--- config.mk ---
export PLATFORM = sky130hd
export DESIGN_NAME = fetch_controller
export DESIGN_NICKNAME = d
export VERILOG_FILES = /design/src/rtl/fetch_controller_pkg.sv /design/src/rtl/fetch_controller_fetch_buffer.sv /design/src/rtl/fetch_controller.sv
export SDC_FILE = /design/constraint.sdc
export NUM_CORES = 1
export LEC_CHECK = 0
export CORE_MARGIN = 4
export CORE_UTILIZATION = 49
export CTS_CLUSTER_SIZE = 14
export DETAILED_ROUTE_END_ITERATION = 6
export HOLD_SLACK_MARGIN = 0.1
export PLACE_DENSITY = 0.86
export SLEW_MARGIN = 20
export SYNTH_ARGS = -nofsm -noshare
export SYNTH_HDL_FRONTEND = slang
export SYNTH_SLANG_ARGS = --single-unit
--- constraint.sdc ---
create_clock -name clk -period 4.7 [get_ports clk]
set_clock_uncertainty 0.05 [all_clocks]
set_input_delay 0.94 -clock clk [delete_from_list [all_inputs] [get_ports clk]]
set_output_delay 0.94 -clock clk [all_outputs]
set_load 0.01 [all_outputs]
--- src/rtl/fetch_controller_pkg.sv ---
// Shared types and constants for the instruction fetch front end.
// Latency: n/a (declarations only).
// Backpressure: n/a (declarations only).
package fetch_controller_pkg;

  localparam int ADDR_W  = 32;
  localparam int INSTR_W = 32;

  // Encoding that stops fetch once it has been captured into the buffer.
  localparam logic [INSTR_W-1:0] HALT_INSTR_DEF = 32'hFFFF_FFFF;

  typedef enum logic [1:0] {
    FETCH  = 2'd0,
    HALTED = 2'd1,
    FAULT  = 2'd2
  } fetch_state_t;

  // A fetch address is usable only when it lies inside instruction memory.
  function automatic logic addr_in_range(input logic [ADDR_W-1:0] addr,
                                         input logic [ADDR_W-1:0] depth);
    return addr < depth;
  endfunction

endpackage

--- src/rtl/fetch_controller_fetch_buffer.sv ---
// Single-entry valid/ready register slice holding one fetched instruction and its PC.
// Latency: one cycle from load to o_valid; a flush empties it on the next edge.
// Backpressure: contents held while o_valid && !i_ready; slot free when empty or draining.
module fetch_controller_fetch_buffer
  import fetch_controller_pkg::*;
(
  input  logic               clk,
  input  logic               reset,
  input  logic               i_flush,
  input  logic               i_load,
  input  logic [INSTR_W-1:0] i_instr,
  input  logic [ADDR_W-1:0]  i_pc,
  input  logic               i_ready,
  output logic               o_valid,
  output logic [INSTR_W-1:0] o_instr,
  output logic [ADDR_W-1:0]  o_pc,
  output logic               o_slot_free
);

  logic               r_valid;
  logic [INSTR_W-1:0] r_instr;
  logic [ADDR_W-1:0]  r_pc;

  // The slot can take a new word when nothing is held or the held word leaves this cycle.
  assign o_slot_free = !r_valid || i_ready;

  // Valid bit: flush wins over load; an accepted word with no replacement empties the slot.
  always_ff @(posedge clk) begin
    if (reset) begin
      r_valid <= 1'b0;
    end else if (i_flush) begin
      r_valid <= 1'b0;
    end else if (i_load) begin
      r_valid <= 1'b1;
    end else if (i_ready) begin
      r_valid <= 1'b0;
    end
  end

  // Payload: only written on load, so a stalled or flushed word never changes underneath decode.
  always_ff @(posedge clk) begin
    if (reset) begin
      r_instr <= '0;
      r_pc    <= '0;
    end else if (i_load && !i_flush) begin
      r_instr <= i_instr;
      r_pc    <= i_pc;
    end
  end

  assign o_valid = r_valid;
  assign o_instr = r_instr;
  assign o_pc    = r_pc;

endmodule

--- src/rtl/fetch_controller.sv ---
// Fetch sequencer: owns the word-addressed PC, drives instruction memory, handles redirect/halt/fault.
// Latency: first instruction valid one cycle after reset release; 1 instruction/cycle sustained.
// Backpressure: out_ready low holds buffer, PC and imem_addr; redirect flushes even while stalled.
module fetch_controller
  import fetch_controller_pkg::*;
#(
  parameter int unsigned        IMEM_DEPTH = 256,
  parameter logic [ADDR_W-1:0]  RESET_PC   = 32'd0,
  parameter logic [INSTR_W-1:0] HALT_INSTR = HALT_INSTR_DEF
) (
  input  logic               clk,
  input  logic               reset,
  input  logic               run,
  output logic [ADDR_W-1:0]  imem_addr,
  input  logic [INSTR_W-1:0] imem_rdata,
  input  logic               redirect_valid,
  input  logic [ADDR_W-1:0]  redirect_addr,
  output logic               out_valid,
  input  logic               out_ready,
  output logic [INSTR_W-1:0] out_instr,
  output logic [ADDR_W-1:0]  out_pc,
  output logic               halted,
  output logic               fault,
  output logic [31:0]        fetch_count
);

  localparam logic [ADDR_W-1:0] LP_DEPTH = ADDR_W'(IMEM_DEPTH);

  fetch_state_t      r_state;
  fetch_state_t      w_state_nxt;
  logic [ADDR_W-1:0] r_pc;
  logic [ADDR_W-1:0] w_pc_nxt;
  logic [31:0]       r_fetch_count;

  logic w_slot_free;
  logic w_try_fetch;
  logic w_in_range;
  logic w_capture;
  logic w_handshake;

  // A fetch attempt is made only when running in FETCH with room in the buffer.
  assign w_try_fetch = (r_state == FETCH) && run && w_slot_free;
  assign w_in_range  = addr_in_range(r_pc, LP_DEPTH);
  assign w_handshake = out_valid && out_ready;

  // State register.
  always_ff @(posedge clk) begin
    if (reset) begin
      r_state <= FETCH;
    end else begin
      r_state <= w_state_nxt;
    end
  end

  // Next state, next PC and capture strobe; redirect overrides every other condition.
  always_comb begin
    w_state_nxt = r_state;
    w_pc_nxt    = r_pc;
    w_capture   = 1'b0;
    if (redirect_valid) begin
      w_state_nxt = FETCH;
      w_pc_nxt    = redirect_addr;
    end else if (w_try_fetch) begin
      if (w_in_range) begin
        w_capture = 1'b1;
        w_pc_nxt  = r_pc + 32'd1;
        if (imem_rdata == HALT_INSTR) begin
          w_state_nxt = HALTED;
        end
      end else begin
        w_state_nxt = FAULT;
      end
    end
  end

  // Fetch PC register.
  always_ff @(posedge clk) begin
    if (reset) begin
      r_pc <= RESET_PC;
    end else begin
      r_pc <= w_pc_nxt;
    end
  end

  // Delivered-instruction counter; counts a handshake even in a redirect cycle, wraps naturally.
  always_ff @(posedge clk) begin
    if (reset) begin
      r_fetch_count <= 32'd0;
    end else if (w_handshake) begin
      r_fetch_count <= r_fetch_count + 32'd1;
    end
  end

  fetch_controller_fetch_buffer u_fetch_buffer (
    .clk         (clk),
    .reset       (reset),
    .i_flush     (redirect_valid),
    .i_load      (w_capture),
    .i_instr     (imem_rdata),
    .i_pc        (r_pc),
    .i_ready     (out_ready),
    .o_valid     (out_valid),
    .o_instr     (out_instr),
    .o_pc        (out_pc),
    .o_slot_free (w_slot_free)
  );

  assign imem_addr   = r_pc;
  assign halted      = (r_state == HALTED);
  assign fault       = (r_state == FAULT);
  assign fetch_count = r_fetch_count;

endmodule

### Word-level counts from Yosys, hierarchy flattened

Cells that the tools add are included.

| word-level totals | value |
|---|---|
| register bits | 131 |
| output and inout port bits | 131 |

| cells by class | value |
|---|---|
| equality and inequality tests | 4 |
| multiplexer cells | 10 |
| add/subtract/negate cells | 2 |
| $lt $le $gt $ge | 1 |
| reductions and logical operators | 14 |

Operators with widths:

| operator | count |
|---|---|
| 32-bit two-way mux | 3 |
| 32-bit by 1-bit adder with 32-bit output (second input constant) | 2 |
| 32-bit == test (second input constant) | 1 |
| 32-bit by 9-bit < comparator with 1-bit output (second input constant) | 1 |
| 2-bit nonzero test | 3 |
| 1-bit two-way mux | 5 |
| 1-bit logical AND | 4 |
| 2-bit two-way mux | 2 |
| 2-bit AND reduction | 2 |
| 2-bit by 1-bit == test with 1-bit output (second input constant) | 1 |
| 2-bit == test (second input constant) | 1 |
| 1-bit zero test | 2 |
| 2-bit zero test | 1 |
| 2-bit by 1-bit inequality test with 1-bit output (second input constant) | 1 |
| 2-bit OR reduction | 1 |
| 1-bit logical OR | 1 |

### Longest topological paths before layout

| logic depth | value |
|---|---|
| depth after elaboration | 6 |
| mapped depth | 6 |

### Modules after synthesis

A second synthesis with hierarchy kept.

| unflattened totals | value |
|---|---|
| cell total of the unflattened synthesis | 657 |
| area total of the unflattened synthesis | 6,179.7 um2 |

Modules (own cells, without submodules):

| module | cells an instance | sequential area each (um2) | instances | area an instance (um2) |
|---|---|---|---|---|
| fetch_controller | 361 | 1,321.3 | 1 | 3,155.5 |
| fetch_controller_fetch_buffer | 296 | 1,301.2 | 1 | 3,024.2 |

### Least setup slack after synthesis

Ideal clock, no wire load.

| timing | value |
|---|---|
| kind | input-to-reg |
| start | in out_ready |
| end | reg r_fetch_count[29] (netlist: fetch_count[29]) |
| setup time | 121 ps |
| cell stages on the path | 6 |
| buffers on the path | 2 |
| required time | 4,529 ps |
| path slack | 2,126 ps |
| data arrival time | 2,404 ps |
| cell sequence | nand3_1 -> or4_1 -> buf_2 -> buf_2 -> nor3_1 -> mux2_2 |

| between the ends | value |
|---|---|
| longest elaborated chain between the ends | 1 |

Ends and longest elaborated chain:

| item | line | text |
|---|---|---|
| start: declaration | fetch_controller.sv:19 | `input logic out_ready,` |
| 1-bit logical AND | fetch_controller.sv:44 | `assign w_handshake = out_valid && out_ready;` |
| end signal: assignment | fetch_controller.sv:90 | `r_fetch_count <= r_fetch_count + 32'd1;` |
| end: declaration | fetch_controller.sv:33 | `logic [31:0] r_fetch_count;` |

Every way passes these cells.
A chain may end at the register's enable or synchronous reset.

### Final worst setup path

| timing | value |
|---|---|
| start | in out_ready |
| end | reg r_fetch_count[27] (netlist: fetch_count[27]) |

Same word-level chain as after synthesis.

==> out/metrics.cfg <==
[finish]
stdcell_count=936
drive_gt1_share_pct=6.03
area_delta_synth_final_pct=46.6
fillers=790
seq_area_mm2=0.00262
multi_input_area_mm2=0.00280
final_nets=854
antenna_cells=0

[place]
place_inst=904
place_congestion=0.868
port_buffers=199
hpwl_um=11000

[die]
rows=38
dieArea_mm2=0.0132
initial_core_util_pct=50.9
dieWidth_um=115
core_area_mm2=0.0110
ios=200
die_y_um=115

[job]
maxCapViolCount=0

[global_route]
grt_remaining_overflow=0
antenna_found_initial=0
grt_pass1_vias=5098
grt_first_pass_wirelength_um=25100
grt_max_degree=80
grtUsageTotal_pct=23.6

[yosys]
ys_seq_area_share_pct=46.8
yosys.area_share.simple_pct=29.1
synthesis.area_mm2=0.00561
synth_compound_area_share_pct=6.13
netlist_instances=598
synth-async-reset-ratio_pct=0
synth_area_leader_cell=dfxtp_1
ys.flop_type=dfxtp_1
synth_area_leaders=dfxtp_1 47%, mux2i_1 11%, nand2b_1 9.0%
syn_area_per_cell_um2=9.38
synth_cell_types=45
yosys_warnings=0
synth_common_cells=131 x dfxtp_1, 81 x nand2b_1, 63 x mux2i_1, 47 x nor2_1, 29 x and2_1
synth_top_family_by_area=simple AND/OR/NAND/NOR gates
synth_nets=669
synth_fa_ha_area_share_pct=0.446
synth_edf_count=0
synth_mux_area_share_pct=12.6
yosys.area.top_type_share_pct=46.8
synth.most_common_cell=dfxtp_1
synth_xor_xnor_area_share_pct=1.41
ys_ff_latch=131

[pwr]
power_density_mw_per_mm2=324
p_leak_nw=2.87
ir_drop_mv=0.340

[worst_setup_path]
required_ns=4.94
critPathKind=in2reg
max_stage_delay_ns=0.79
crit_chain=clkdlybuf4s50_1 -> nand3_1 -> or4_1 -> nor4_1 -> mux2_2
end_kind=flop
cp_top_family=simple AND/OR/NAND/NOR gates
crit_arrival_ns=3.27
crit_buf_inv=1
worst_path_max_delay_cell=or4_1
path_max_fanout=15
cp-start-kind=primary input

[timing]
worst_pin_slew_ns=0.893
post-route-period-util_pct=64.3
setup_viol=0
fmax_mhz=331
drv_slew=0
hold_viol_final=0
relSlewSlack_pct=40.5
min_period_ns=3.02
rsz0062_at_grt=no
tns_ns=0

[routing]
wl_per_cell_um=16.4
vias=5070
routed_via_density=5.42
drc_errors=0
ant_nets=0
dr.pass1.iters=5
drt_iter0_markers=349
routed_wl_um=15400

[clock_network]
clkTransAtPathRegs_ns=0.06
cts-root-buf=clkbuf_16
cts.hold.buffers_added=0
cts.sinks=131
htreeDepth=4
clock_latency_ns=0.41
cts_setup_buffers=0
ctsResizeCount=0
max-clock-path-buffers=2
cts_tree=yes
numCtsBuffers=17

[worst_hold_path]
hold_class=reg2reg

[status]
status=finished clean

-- power breakdown --
| part | switching (mW) | internal (mW) |
|---|---|---|
| Sequential | 0.0231 | 1.13 |
| Clock | 0.504 | 0.787 |
| Combinational | 0.0965 | 0.122 |
| Total | 0.623 | 2.04 |
-- worst reg2reg max path: stages, from the launching register on --
cell,delay [ns]
dfxtp_1,0.33
nor4_1,0.48
nand4_1,0.39
nor4_4,0.34
buf_4,0.60
mux2i_1,0.30
-- metrics by stage --
stage | power [mW] | utilization (%) | setup slack (ns) | hold slack [ns] | area [um2]
6_report | 2.66 | 74.6 | 1.68 | 0.409 | 8220
5_1_grt | 2.76 | 74.6 | 1.56 | 0.420 | 8220
4_1_cts | 2.68 | 74.6 | 1.70 | 0.411 | 8220
3_5_place_dp | 1.39 | 69.3 | 1.27 | 0.394 | 7640
3_3_place_gp | 1.39 | 69.3 | 1.36 | 0.392 | 7640
2_1_floorplan | 1.27 | - | 2.13 | 0.428 | 5610
-- layer usage --
| metal | GRT usage (%) | vias up | wire, um |
|---|---|---|---|
| met3 | 7.74 | 16 | 1070 |
| met2 | 40.2 | 184 | 7780 |
| met5 | 0 | - | 0 |
| met1 | 28.4 | 2402 | 6330 |
| met4 | 6.81 | 0 | 190 |
| li1 | - | 2468 | - |
-- cells by family (layout without fill, tap and decap cells) --
kind of cell,Yosys count,count (layout)
multiplexers,70,70
AND/OR/NAND/NOR,287,287
adder cells (fa/ha/maj),2,2
buffers and inverters,46,244
AO/OA/AOI/OAI,53,53
flip-flops,131,131
XOR/XNOR,9,9
-- cell type report --
class | count | share of cell area, %
clock buffer | 18 | 5.22
clock inverter | 14 | 1.89
inverter | 10 | 0.456
multi-input combinational | 421 | 34.0
sequential | 131 | 31.9
tap | 140 | 2.13
timing repair buffer | 202 | 24.4
-- cell usage in the layout, fill, tap and decap left out, types with 5 or more instances in the layout --
master and instances:
inv_1 10, o31ai_1 7, clkdlybuf4s50_1 197, mux2i_1 63, nor3_1 11, o21ai_0 9, a21oi_1 18, nand3_1 16
nand2b_1 81, and2_1 29, clkbuf_16 17, and4_1 7, or4_1 11, nand4_1 20, nand2_1 25, dfxtp_1 131
xor2_1 5, nor4_1 14, nor2_1 47, mux2_2 6, nor2b_1 9, clkinvlp_4 5, or3_1 10
-- final timing paths --
check | start | to | slack, ns | cells past startpoint
worst min-delay path | u_fetch_buffer.o_pc[27] | u_fetch_buffer.o_pc[27] | 0.41 | 1
worst max register to register | imem_addr[20] | u_fetch_buffer.o_instr[15] | 2.14 | 5
worst min register to register | u_fetch_buffer.o_pc[27] | u_fetch_buffer.o_pc[27] | 0.41 | 1
worst max-delay path | out_ready | fetch_count[27] | 1.68 | 5
-- flip-flops by register name (all words and copies together), names as in the netlist --
| name | cells |
|---|---|
| r_state | 2 |
| u_fetch_buffer.o_instr | 32 |
| imem_addr | 32 |
| u_fetch_buffer.o_pc | 32 |
| u_fetch_buffer.o_valid | 1 |
| fetch_count | 32 |
No activity file was read; power rests on OpenSTA's default activity.
==> edit, RTL diff (same settings) <==
Put a register stage on the output `fault`, cleared by the reset. The value now appears one clock later. The other outputs are not delayed to match.
--- a/src/rtl/fetch_controller.sv
+++ b/src/rtl/fetch_controller.sv
@@ -108,5 +108,11 @@
   assign imem_addr   = r_pc;
   assign halted      = (r_state == HALTED);
-  assign fault       = (r_state == FAULT);
+  always_ff @(posedge clk) begin
+    if (reset) begin
+      fault <= '0;
+    end else begin
+      fault <= (r_state == FAULT);
+    end
+  end
   assign fetch_count = r_fetch_count;
 
Behaviour: not the same (a bounded check fails within 4 cycles, from zero or initial values and one cycle with reset high).
==> edit against the unedited design <==
  * Wire length is 2.6% higher
  * Critical path depth grew 1
  * Synthesized area shrank 0.62%
  * Setup slack better by 0.12 ns
  * Sequential cell count increased by 1
  * Count of clock-buffer cells in the layout increased by 5
  * Final area down 0.14%
  * Total power grew 1.2%
==> edit: results (changes against the unedited design) <==
stage	metric	value	unit	change
hold_path	Worst Hold Depth	1		unchanged
yosys	Post-Synth XOR/XNOR Area	1.57	%	+0.17 points
yosys	post-synthesis mux area share	11.3	%	-1.3 points
finish	share of cells above drive strength 1	4.97	%	-1.1 points
finish	Fillers	806		+2.0%
yosys	Syn Area/Cell	9.48	µm²	+1.1%
detailed_routing	DR iter-0 viols	319		-8.6%
finish	final core occ	74.8	%	+0.22 points
placement	Inst Count DP	892		-1.3%
worst_setup_path	Max FO, Critical Path	40		+25
detailed_routing	routed via count	5112		+0.83%
yosys	yosys warns	0		unchanged
placement	placed cell areas	7610	µm²	-0.33%
pwr	worst vdd ir	0.261	mV	-23%
pwr	sw frac	21.8	%	-1.6 points
detailed_routing	routed len/inst	17.1	µm	+3.9%
worst_setup_path	Max stage delay on crit path	0.59	ns	-0.20 ns
yosys	syn_nets	659		-1.5%
grt	largest net degree at the start of global routing	96		+20%
grt	gr usage total	24.1	%	+0.52 points
timing	Worst Max-Slew Pin Slew	0.726	ns	-0.167 ns
cts	CTS Buf Count	17		unchanged
yosys	Synth Area in Adders	0.449	%	+0.0028 points
yosys	synth cell count leaders	dfxtp_1 (132), nand2b_1 (81), mux2i_1 (63)		
yosys	ranking of synthesized cells by area	dfxtp_1 (47%), mux2i_1 (11%), nand2b_1 (9.1%), and2_1 (3.0%), nand4_1 (2.8%)		
worst_setup_path	Worst R2R End	u_fetch_buffer.o_instr[21]		
grt	global-route wire length before repair	25.4	mm	+1.6%
placement	routability cong.	0.881		+1.6%
placement	post-DP HPWL	11.0	mm	+0.33%
worst_setup_path	Worst Path Arrival	3.19	ns	-0.08 ns
yosys	Synth cell types	43		-4.4%
placement	pre-CTS WS	1.42	ns	+0.157 ns
pwr	leakage power	2.85	nW	-0.70%
yosys	complex-gate fraction of the synthesized area	7.90	%	+1.8 points
timing	WHS	0.408	ns	-0.00146 ns
status	status	completed		
yosys	register area share after synthesis	47.4	%	+0.65 points
worst_setup_path	Top delay family on crit path	buffers and inverters		
worst_setup_path	Slowest-stage cell, CP	buf_4		
detailed_routing	DR vias/cell	5.53		+2.1%
worst_setup_path	R2R Setup Slk	2.09	ns	-0.05 ns
finish	Final nets	842		-1.4%
-- edit: cell count changes after synthesis, moves of 6 or more --
cell and change:
a21oi_1 +7, clkbuf_1 +10, mux2_2 -6, nand2_1 -9, nand3_1 +7, nor2_1 -8, nor2b_1 -8, o31ai_1 +11
-- edit: layer usage --
layer	vias to the layer above	share of wire (%)	GRT usage (%)
met5	-	0	0
met4	0	2.2	10.1
met3	32	8.3	7.98
met2	220	49	39.7
met1	2385	40	28.8
li1	2475	-	-
-- edit: power by group through the flow --
stage,registers [W],logic (W),clock network [W]
2_1_floorplan,0.00119,0.0000892,0
4_1_cts,0.00116,0.000218,0.00133
5_1_grt,0.00117,0.000236,0.00139
3_5_place_dp,0.00119,0.000215,0
6_report,0.00116,0.000218,0.00131
3_3_place_gp,0.00118,0.000211,0
-- edit: worst max path at each step --
stage	start	endpoint	slack [ns]
after floorplan	out_ready	fetch_count[29]	2.24
after detailed placement	out_ready	u_fetch_buffer.o_instr[22]	1.42
after global placement	out_ready	u_fetch_buffer.o_instr[10]	1.54
final	out_ready	u_fetch_buffer.o_instr[21]	1.79
after global routing	out_ready	u_fetch_buffer.o_instr[5]	1.66
after CTS	out_ready	u_fetch_buffer.o_instr[22]	1.82
-- edit: logic make-up after synthesis --
| logic type | Yosys count |
|---|---|
| muxes | 63 |
| and+or+nand+nor | 269 |
| xor gates and xnor gates | 10 |
| buffers and inverters | 45 |
| adders and majority gates | 2 |
| DFF | 132 |
| AOI/OAI and AO/OA | 67 |
-- edit: cell type report --
class | instances | area share [%]
Sequential cell | 132 | 32.2
Inverter | 6 | 0.274
Timing Repair Buffer | 203 | 24.6
Tap cell | 140 | 2.13
Clock inverter | 9 | 1.22
Clock buffer | 23 | 6.06
Multi-Input combinational cell | 411 | 33.5
